## src/rtl/store_retire_buffer_pkg.sv

```systemverilog
// Shared definitions for the store retire buffer and the completion stage that feeds it:
// widths, the store-entry field slices, and the drain FSM encoding.
package store_retire_buffer_pkg;

    localparam int ADDR_W   = 32;
    localparam int DATA_W   = 32;
    localparam int INST_W   = ADDR_W + DATA_W;
    localparam int SB_DEPTH = 8;

    // Completed store layout: {data, addr}
    localparam int ST_ADDR_LO = 0;
    localparam int ST_ADDR_HI = ADDR_W - 1;
    localparam int ST_DATA_LO = ADDR_W;
    localparam int ST_DATA_HI = INST_W - 1;

    typedef enum logic {
        DRAIN_IDLE = 1'b0,
        DRAIN_REQ  = 1'b1
    } drain_state_e;

    function automatic logic [ADDR_W-1:0] st_addr(input logic [INST_W-1:0] inst);
        return inst[ST_ADDR_HI:ST_ADDR_LO];
    endfunction

    function automatic logic [DATA_W-1:0] st_data(input logic [INST_W-1:0] inst);
        return inst[ST_DATA_HI:ST_DATA_LO];
    endfunction

endpackage

```

## src/rtl/store_retire_buffer_if.sv

```systemverilog
// Bus bundle between completion, the store retire buffer, data memory and the load lookup port.
// Handshakes: completion may present stores only while sb_ready=1 (pushes when it is 0 are dropped
// and flagged); dmem_req holds addr/wdata stable until the cycle dmem_ack=1 retires the head entry.
interface store_retire_buffer_if;
    import store_retire_buffer_pkg::*;

    logic [INST_W-1:0] completed_inst_0;
    logic [INST_W-1:0] completed_inst_1;
    logic              completed_inst_0_valid;
    logic              completed_inst_1_valid;
    logic              sb_ready;
    logic              dmem_req;
    logic [ADDR_W-1:0] dmem_addr;
    logic [DATA_W-1:0] dmem_wdata;
    logic              dmem_ack;
    logic [ADDR_W-1:0] ld_addr;
    logic              ld_hit;
    logic [DATA_W-1:0] ld_data;
    logic              sb_empty;
    logic              sb_overflow;

    modport slave (
        input  completed_inst_0, completed_inst_1, completed_inst_0_valid, completed_inst_1_valid,
        input  dmem_ack, ld_addr,
        output sb_ready, dmem_req, dmem_addr, dmem_wdata, ld_hit, ld_data, sb_empty, sb_overflow
    );

    modport master (
        output completed_inst_0, completed_inst_1, completed_inst_0_valid, completed_inst_1_valid,
        output dmem_ack, ld_addr,
        input  sb_ready, dmem_req, dmem_addr, dmem_wdata, ld_hit, ld_data, sb_empty, sb_overflow
    );

endinterface

```

## src/rtl/store_retire_buffer_fwd_match.sv

```systemverilog
// Store-to-load forwarding: full-address compare against every valid entry, youngest match wins,
// where age is measured backward from tail-1 with wrap.
module sb_fwd_match
    import store_retire_buffer_pkg::*;
#(
    parameter int DEPTH = SB_DEPTH
) (
    input  logic [DEPTH-1:0]             valid,
    input  logic [DEPTH-1:0][ADDR_W-1:0] addrs,
    input  logic [DEPTH-1:0][DATA_W-1:0] datas,
    input  logic [$clog2(DEPTH)-1:0]     tail,
    input  logic [ADDR_W-1:0]            ld_addr,
    output logic                         hit,
    output logic [DATA_W-1:0]            data
);

    localparam int PTR_W = $clog2(DEPTH);

    logic [PTR_W-1:0] idx;

    // Walk oldest to youngest so the last (youngest) match overrides earlier ones.
    always_comb begin
        hit  = 1'b0;
        data = '0;
        idx  = '0;
        for (int k = DEPTH; k >= 1; k--) begin
            idx = tail - PTR_W'(k);
            if (valid[idx] && (addrs[idx] == ld_addr)) begin
                hit  = 1'b1;
                data = datas[idx];
            end
        end
    end

endmodule

```

## src/rtl/store_retire_buffer.sv

```systemverilog
// In-order store retire buffer: accepts up to two completed stores per cycle into a circular FIFO,
// drains them one at a time to data memory, and forwards buffered data to load lookups.
module store_retire_buffer
    import store_retire_buffer_pkg::*;
#(
    parameter int DEPTH = SB_DEPTH
) (
    input  logic                     clk,
    input  logic                     rst_n,
    store_retire_buffer_if.slave     bus,
    output drain_state_e             fsm_state,
    output logic [$clog2(DEPTH):0]   count
);

    localparam int PTR_W = $clog2(DEPTH);
    localparam logic [PTR_W:0] DEPTH_CNT = (PTR_W+1)'(DEPTH);

    logic [PTR_W-1:0]             head;
    logic [PTR_W-1:0]             tail;
    logic [DEPTH-1:0]             valid;
    logic [DEPTH-1:0][ADDR_W-1:0] addr_mem;
    logic [DEPTH-1:0][DATA_W-1:0] data_mem;
    logic                         overflow;
    drain_state_e                 state;
    drain_state_e                 state_next;

    logic             push0;
    logic             push1;
    logic             pop;
    logic [1:0]       n_push;
    logic [PTR_W-1:0] slot1_idx;

    assign bus.sb_ready = (DEPTH_CNT - count) >= (PTR_W+1)'(2);

    // A lone slot-1 store lands at tail, so no hole is left behind it.
    assign push0     = bus.completed_inst_0_valid & bus.sb_ready;
    assign push1     = bus.completed_inst_1_valid & bus.sb_ready;
    assign slot1_idx = tail + PTR_W'(push0);
    assign n_push    = {1'b0, push0} + {1'b0, push1};
    assign pop       = (state == DRAIN_REQ) & bus.dmem_ack;

    always_ff @(posedge clk) begin
        if (push0) begin
            addr_mem[tail] <= st_addr(bus.completed_inst_0);
            data_mem[tail] <= st_data(bus.completed_inst_0);
        end
        if (push1) begin
            addr_mem[slot1_idx] <= st_addr(bus.completed_inst_1);
            data_mem[slot1_idx] <= st_data(bus.completed_inst_1);
        end
    end

    always_ff @(posedge clk or negedge rst_n) begin
        if (!rst_n) begin
            head     <= '0;
            tail     <= '0;
            count    <= '0;
            valid    <= '0;
            overflow <= 1'b0;
            state    <= DRAIN_IDLE;
        end else begin
            if (pop)   valid[head]      <= 1'b0;
            if (push0) valid[tail]      <= 1'b1;
            if (push1) valid[slot1_idx] <= 1'b1;
            head  <= head + PTR_W'(pop);
            tail  <= tail + PTR_W'(n_push);
            count <= count + (PTR_W+1)'(n_push) - (PTR_W+1)'(pop);
            if ((bus.completed_inst_0_valid | bus.completed_inst_1_valid) & ~bus.sb_ready)
                overflow <= 1'b1;
            state <= state_next;
        end
    end

    // The head entry stays presented until its ack edge; leave REQ only when that was the last one.
    always_comb begin
        state_next     = state;
        bus.dmem_req   = 1'b0;
        bus.dmem_addr  = '0;
        bus.dmem_wdata = '0;
        case (state)
            DRAIN_IDLE: begin
                if (count != '0) state_next = DRAIN_REQ;
            end
            DRAIN_REQ: begin
                bus.dmem_req   = 1'b1;
                bus.dmem_addr  = addr_mem[head];
                bus.dmem_wdata = data_mem[head];
                if (bus.dmem_ack && (count == (PTR_W+1)'(1))) state_next = DRAIN_IDLE;
            end
            default: state_next = DRAIN_IDLE;
        endcase
    end

    assign bus.sb_empty    = (count == '0) & ~bus.dmem_req;
    assign bus.sb_overflow = overflow;
    assign fsm_state       = state;

    sb_fwd_match #(.DEPTH(DEPTH)) u_fwd (
        .valid   (valid),
        .addrs   (addr_mem),
        .datas   (data_mem),
        .tail    (tail),
        .ld_addr (bus.ld_addr),
        .hit     (bus.ld_hit),
        .data    (bus.ld_data)
    );

endmodule

```

## src/flat_wrapper.sv

```systemverilog
// flat-port wrapper written by rule: the top's interface ports become plain ports
module store_retire_buffer_flat import store_retire_buffer_pkg::*;
#(
    parameter int DEPTH = SB_DEPTH
)
  (clk, rst_n, fsm_state, count, bus_completed_inst_0, bus_completed_inst_1, bus_completed_inst_0_valid, bus_completed_inst_1_valid, bus_dmem_ack, bus_ld_addr, bus_sb_ready, bus_dmem_req, bus_dmem_addr, bus_dmem_wdata, bus_ld_hit, bus_ld_data, bus_sb_empty, bus_sb_overflow);
  store_retire_buffer_if bus_i ();
  input  logic clk;
  input  logic rst_n;
  output drain_state_e fsm_state;
  output logic [$clog2(DEPTH):0] count;
  input wire logic [$bits(bus_i.completed_inst_0)-1:0] bus_completed_inst_0;
  input wire logic [$bits(bus_i.completed_inst_1)-1:0] bus_completed_inst_1;
  input wire logic [$bits(bus_i.completed_inst_0_valid)-1:0] bus_completed_inst_0_valid;
  input wire logic [$bits(bus_i.completed_inst_1_valid)-1:0] bus_completed_inst_1_valid;
  input wire logic [$bits(bus_i.dmem_ack)-1:0] bus_dmem_ack;
  input wire logic [$bits(bus_i.ld_addr)-1:0] bus_ld_addr;
  output wire logic [$bits(bus_i.sb_ready)-1:0] bus_sb_ready;
  output wire logic [$bits(bus_i.dmem_req)-1:0] bus_dmem_req;
  output wire logic [$bits(bus_i.dmem_addr)-1:0] bus_dmem_addr;
  output wire logic [$bits(bus_i.dmem_wdata)-1:0] bus_dmem_wdata;
  output wire logic [$bits(bus_i.ld_hit)-1:0] bus_ld_hit;
  output wire logic [$bits(bus_i.ld_data)-1:0] bus_ld_data;
  output wire logic [$bits(bus_i.sb_empty)-1:0] bus_sb_empty;
  output wire logic [$bits(bus_i.sb_overflow)-1:0] bus_sb_overflow;
  assign bus_i.completed_inst_0 = bus_completed_inst_0;
  assign bus_i.completed_inst_1 = bus_completed_inst_1;
  assign bus_i.completed_inst_0_valid = bus_completed_inst_0_valid;
  assign bus_i.completed_inst_1_valid = bus_completed_inst_1_valid;
  assign bus_i.dmem_ack = bus_dmem_ack;
  assign bus_i.ld_addr = bus_ld_addr;
  assign bus_sb_ready = bus_i.sb_ready;
  assign bus_dmem_req = bus_i.dmem_req;
  assign bus_dmem_addr = bus_i.dmem_addr;
  assign bus_dmem_wdata = bus_i.dmem_wdata;
  assign bus_ld_hit = bus_i.ld_hit;
  assign bus_ld_data = bus_i.ld_data;
  assign bus_sb_empty = bus_i.sb_empty;
  assign bus_sb_overflow = bus_i.sb_overflow;
  store_retire_buffer #(.DEPTH(DEPTH)) u_core (.clk(clk), .rst_n(rst_n), .bus(bus_i), .fsm_state(fsm_state), .count(count));
endmodule
```

## config.mk

```make
export PLATFORM = sky130hd
export DESIGN_NAME = store_retire_buffer_flat
export DESIGN_NICKNAME = d
export VERILOG_FILES = /design/src/rtl/store_retire_buffer_pkg.sv /design/src/rtl/store_retire_buffer_if.sv /design/src/rtl/store_retire_buffer_fwd_match.sv /design/src/rtl/store_retire_buffer.sv /design/src/flat_wrapper.sv
export SDC_FILE = /design/constraint.sdc
export NUM_CORES = 2
export LEC_CHECK = 0
export CAP_MARGIN = 25
export CORE_MARGIN = 1.5
export CORE_UTILIZATION = 60
export CTS_CLUSTER_DIAMETER = 60
export DETAILED_ROUTE_END_ITERATION = 6
export DONT_BUFFER_PORTS = 1
export PLACE_DENSITY = 0.79
export RECOVER_POWER = 50
export SYNTH_ARGS = -nofsm -noshare
export SYNTH_HDL_FRONTEND = slang
export SYNTH_SLANG_ARGS = --single-unit
```

## constraint.sdc

```tcl
create_clock -name clk -period 6.45 [get_ports clk]
set_input_delay 1.29 -clock clk [delete_from_list [all_inputs] [get_ports clk]]
set_output_delay 1.29 -clock clk [all_outputs]
set_load 0.01 [all_outputs]
```

==> flow_metrics.env <==
export IMPL_status="finished with violations"
export IMPL_violations="design-rule violations, max-capacitance violations, max-slew violations, negative setup slack"
export IMPL_synth_xor_area_share_pct=3.93
export IMPL_synth_top_cell_area_share_pct=28.5
export IMPL_grtUsageTotal_pct=43.3
export IMPL_cts_hold_buffers=0
export IMPL_synth_common_cells="939 x mux2i_1, 686 x mux4_2, 540 x nand2_1"
export IMPL_hold_class="primary input to asynchronous set/reset pin"
export IMPL_clockBufferDepth=3
export IMPL_yosysTopAreaCell="mux4_2"
export IMPL_yosys_area_share_simple_pct=10.2
export IMPL_syn_avg_cell_area_um2=9.83
export IMPL_tritoncts="built"
export IMPL_synthArstFlopShare_pct=3.76
export IMPL_chipHeight_um=304
export IMPL_ys_seq_area_share_pct=19.8
export IMPL_syn_area_um2=54200
export IMPL_antenna_found_initial=6
export IMPL_io_pins=271
export IMPL_overflow=0
export IMPL_fin_skew_ns=0.0422
export IMPL_htreeDepth=3
export IMPL_worstPathRequired_ns=5.16
export IMPL_wirelength_mm=211
export IMPL_place_congestion=1.07
export IMPL_viasPerCell=7.84
export IMPL_startpoint_type="register"
export IMPL_end_kind="primary output"
export IMPL_grt_pass1_wl_mm=301
export IMPL_yosysMostFrequentCell="mux2i_1"
export IMPL_setup_viol_count_final=15
export IMPL_drive_gt1_share_pct=23.0
export IMPL_path_max_fanout=65
export IMPL_setup_slack_ns=-0.118
export IMPL_synthMuxAreaShare_pct=47.9
export IMPL_wl_per_cell_um=33.2
export IMPL_die_area_um2=92100
export IMPL_timing_critical_path_buf_inv=5
export IMPL_clk_pin_slew_worst_paths_ns=0.06
export IMPL_slew_viol_final=520
export IMPL_synth_fp_nets=5698
export IMPL_fin_crit_sh_pct=102
export IMPL_ys_ff_latch=532
export IMPL_fp_row_count=110
export IMPL_synth_top_family_by_area="multiplexers"
export IMPL_cpMostUsedCell="nand4_1"
export IMPL_synth_cell_types=82
export IMPL_fillers=6841
export IMPL_cp_cell_sequence="inv_2, buf_6, ha_4, buf_4, buf_16, mux4_2, mux2i_1, xor2_2, nand4_1, nor4_1, nand4_1, buf_12, o21ai_0, a21o_1, a311o_1"
export IMPL_cp_slowest_stage_delay_ns=0.51
export IMPL_arrival_ns=5.28
export IMPL_synth_edff_count=0
export IMPL_critPathSlowestCell="mux4_2"
export IMPL_synthAdderAreaFrac_pct=0.559
export IMPL_tightest_slew_ns=3.35
export IMPL_grt_max_degree=138
export IMPL_critical_path_top_delay_family="buffers and inverters"
export IMPL_drtIter0Drc=8924
export IMPL_min_period_ns=6.57
export IMPL_die_x_um=304
export IMPL_io_buffers=0
export IMPL_cts_sinks=532
export IMPL_fp_coreArea_um2=89700
export IMPL_cap_violations=10
export IMPL_yosys_warnings=0
export IMPL_vias=49900
export IMPL_synth_compound_area_share_pct=11.7
export IMPL_final_nets=5316
export IMPL_timing_fmax_mhz=152
export IMPL_drc_errors=2
export IMPL_synth_ff_type="dfxtp_1"
export IMPL_cts_root_buf="clkbuf_16"
export IMPL_dpl_hpwl_mm=135
export IMPL_finalSetupTns_ns=-0.448
export IMPL_cts_buffers=69
export IMPL_start_util_pct=60.4
export IMPL_finalHoldViolCount=0
export IMPL_drt_pre_antenna_iters=7
export IMPL_synthToLayoutAreaGrowth_pct=7.65
export IMPL_crit_type="register to primary output"
export IMPL_first_global_vias=45800
export IMPL_clock_latency_ns=0.66
export IMPL_relSlewSlack_pct=-124
export IMPL_synthCells=5510
export IMPL_postRouteAntennaNets=0
export IMPL_synth_area_leaders="mux4_2 29%, dfxtp_1 19%, mux2i_1 17%, a21oi_1 4.1%, nand2_1 3.7%"
==> routing by layer <==
metal / global-route usage [%] / share of wire (%) / vias to the layer above
met5: 0.207 / 0.024 / -
met4: 19.8 / 6.2 / 8
met3: 15.6 / 17 / 1061
met2: 62.8 / 42 / 4708
met1: 57.8 / 35 / 24000
li1: - / - / 20200
==> kinds of logic (layout without fill, tap and decap cells) <==
| family | count (synthesis) | count (layout) |
|---|---|---|
| muxes | 1698 | 1698 |
| and+or+nand+nor | 1294 | 1294 |
| AOI/OAI and AO/OA | 1014 | 1014 |
| buffers and inverters | 706 | 380 |
| DFF | 532 | 532 |
| xor gates and xnor gates | 243 | 243 |
| adders and majority gates | 23 | 23 |
| other | 0 | 4 |
==> worst paths after layout <==
kind                                           end       startpoint  slack, ns  cells past startpoint
worst max-delay path                bus_ld_data[3]   u_core.tail[1]      -0.12                     15
worst min register to register     u_core.valid[1]  u_core.valid[1]       0.59                      2
max in group asynchronous           u_core.tail[1]            rst_n       6.03                      0
worst min-delay path               u_core.valid[7]            rst_n       0.32                      0
worst max register to register  u_core.addr_mem[6]  u_core.count[0]       0.11                     14
min in group clk                   u_core.valid[1]  u_core.valid[1]       0.59                      2
==> final cells by class <==
| type | count | area, um2 | area share, % |
|---|---|---|---|
| Clock inverter | 33 | 354 | 0.607 |
| Antenna cell | 4 | 10.0 | 0.0172 |
| Inverter | 35 | 133 | 0.227 |
| Tap cell | 1176 | 1470 | 2.52 |
| Multi-Input combinational cell | 4272 | 40900 | 70.1 |
| Timing Repair Buffer | 218 | 2760 | 4.73 |
| Clock buffer | 94 | 1950 | 3.35 |
| Sequential cell | 532 | 10800 | 18.5 |
==> stage by stage <==
stage                     area, um2  cells  utilization, %  hold slack (ns)  worst slack (ns)
after floorplan               54200   5510               -            0.477            0.0276
after global placement        54300   6155            60.5            0.541             0.279
after detailed placement      54300   6155            60.5            0.568             0.319
after CTS                     57100   6305            63.7            0.301           -0.0213
after global routing          58300   6360            65.0            0.317           -0.0727
final                         58300   6364            65.0            0.316            -0.118
==> cells in the final DEF, fill, tap and decap left out, types with 37 or more instances in the layout <==
| cell | n |
|---|---|
| mux2i_1 | 934 |
| mux4_2 | 691 |
| nand2_1 | 531 |
| dfxtp_1 | 512 |
| nor2_1 | 481 |
| a21oi_1 | 443 |
| o21ai_0 | 190 |
| xnor2_1 | 170 |
| buf_4 | 130 |
| clkbuf_16 | 89 |
| nor2b_1 | 77 |
| a221oi_1 | 68 |
| xor2_1 | 60 |
| nand3_1 | 37 |
==> state kept, by name, indices dropped and copies added (netlist names) <==
name and cells:
u_core.addr_mem 256, u_core.bus.sb_overflow 1, u_core.count 4, u_core.data_mem 256, u_core.fsm_state 1, u_core.head 3
u_core.tail 3, u_core.valid 8
==> repair_timing <==
item | CTS | global route
endpoints found under the setup margin | 33 | 33
gates cloned | 7 | 18
buffers inserted | 16 | 37
gates resized for setup | 29 | 114
pin swaps | 17 | 40
Power is left out: the tool's default activity adds up to more than one toggle a clock period on the data nets, which glitch-free logic cannot reach.
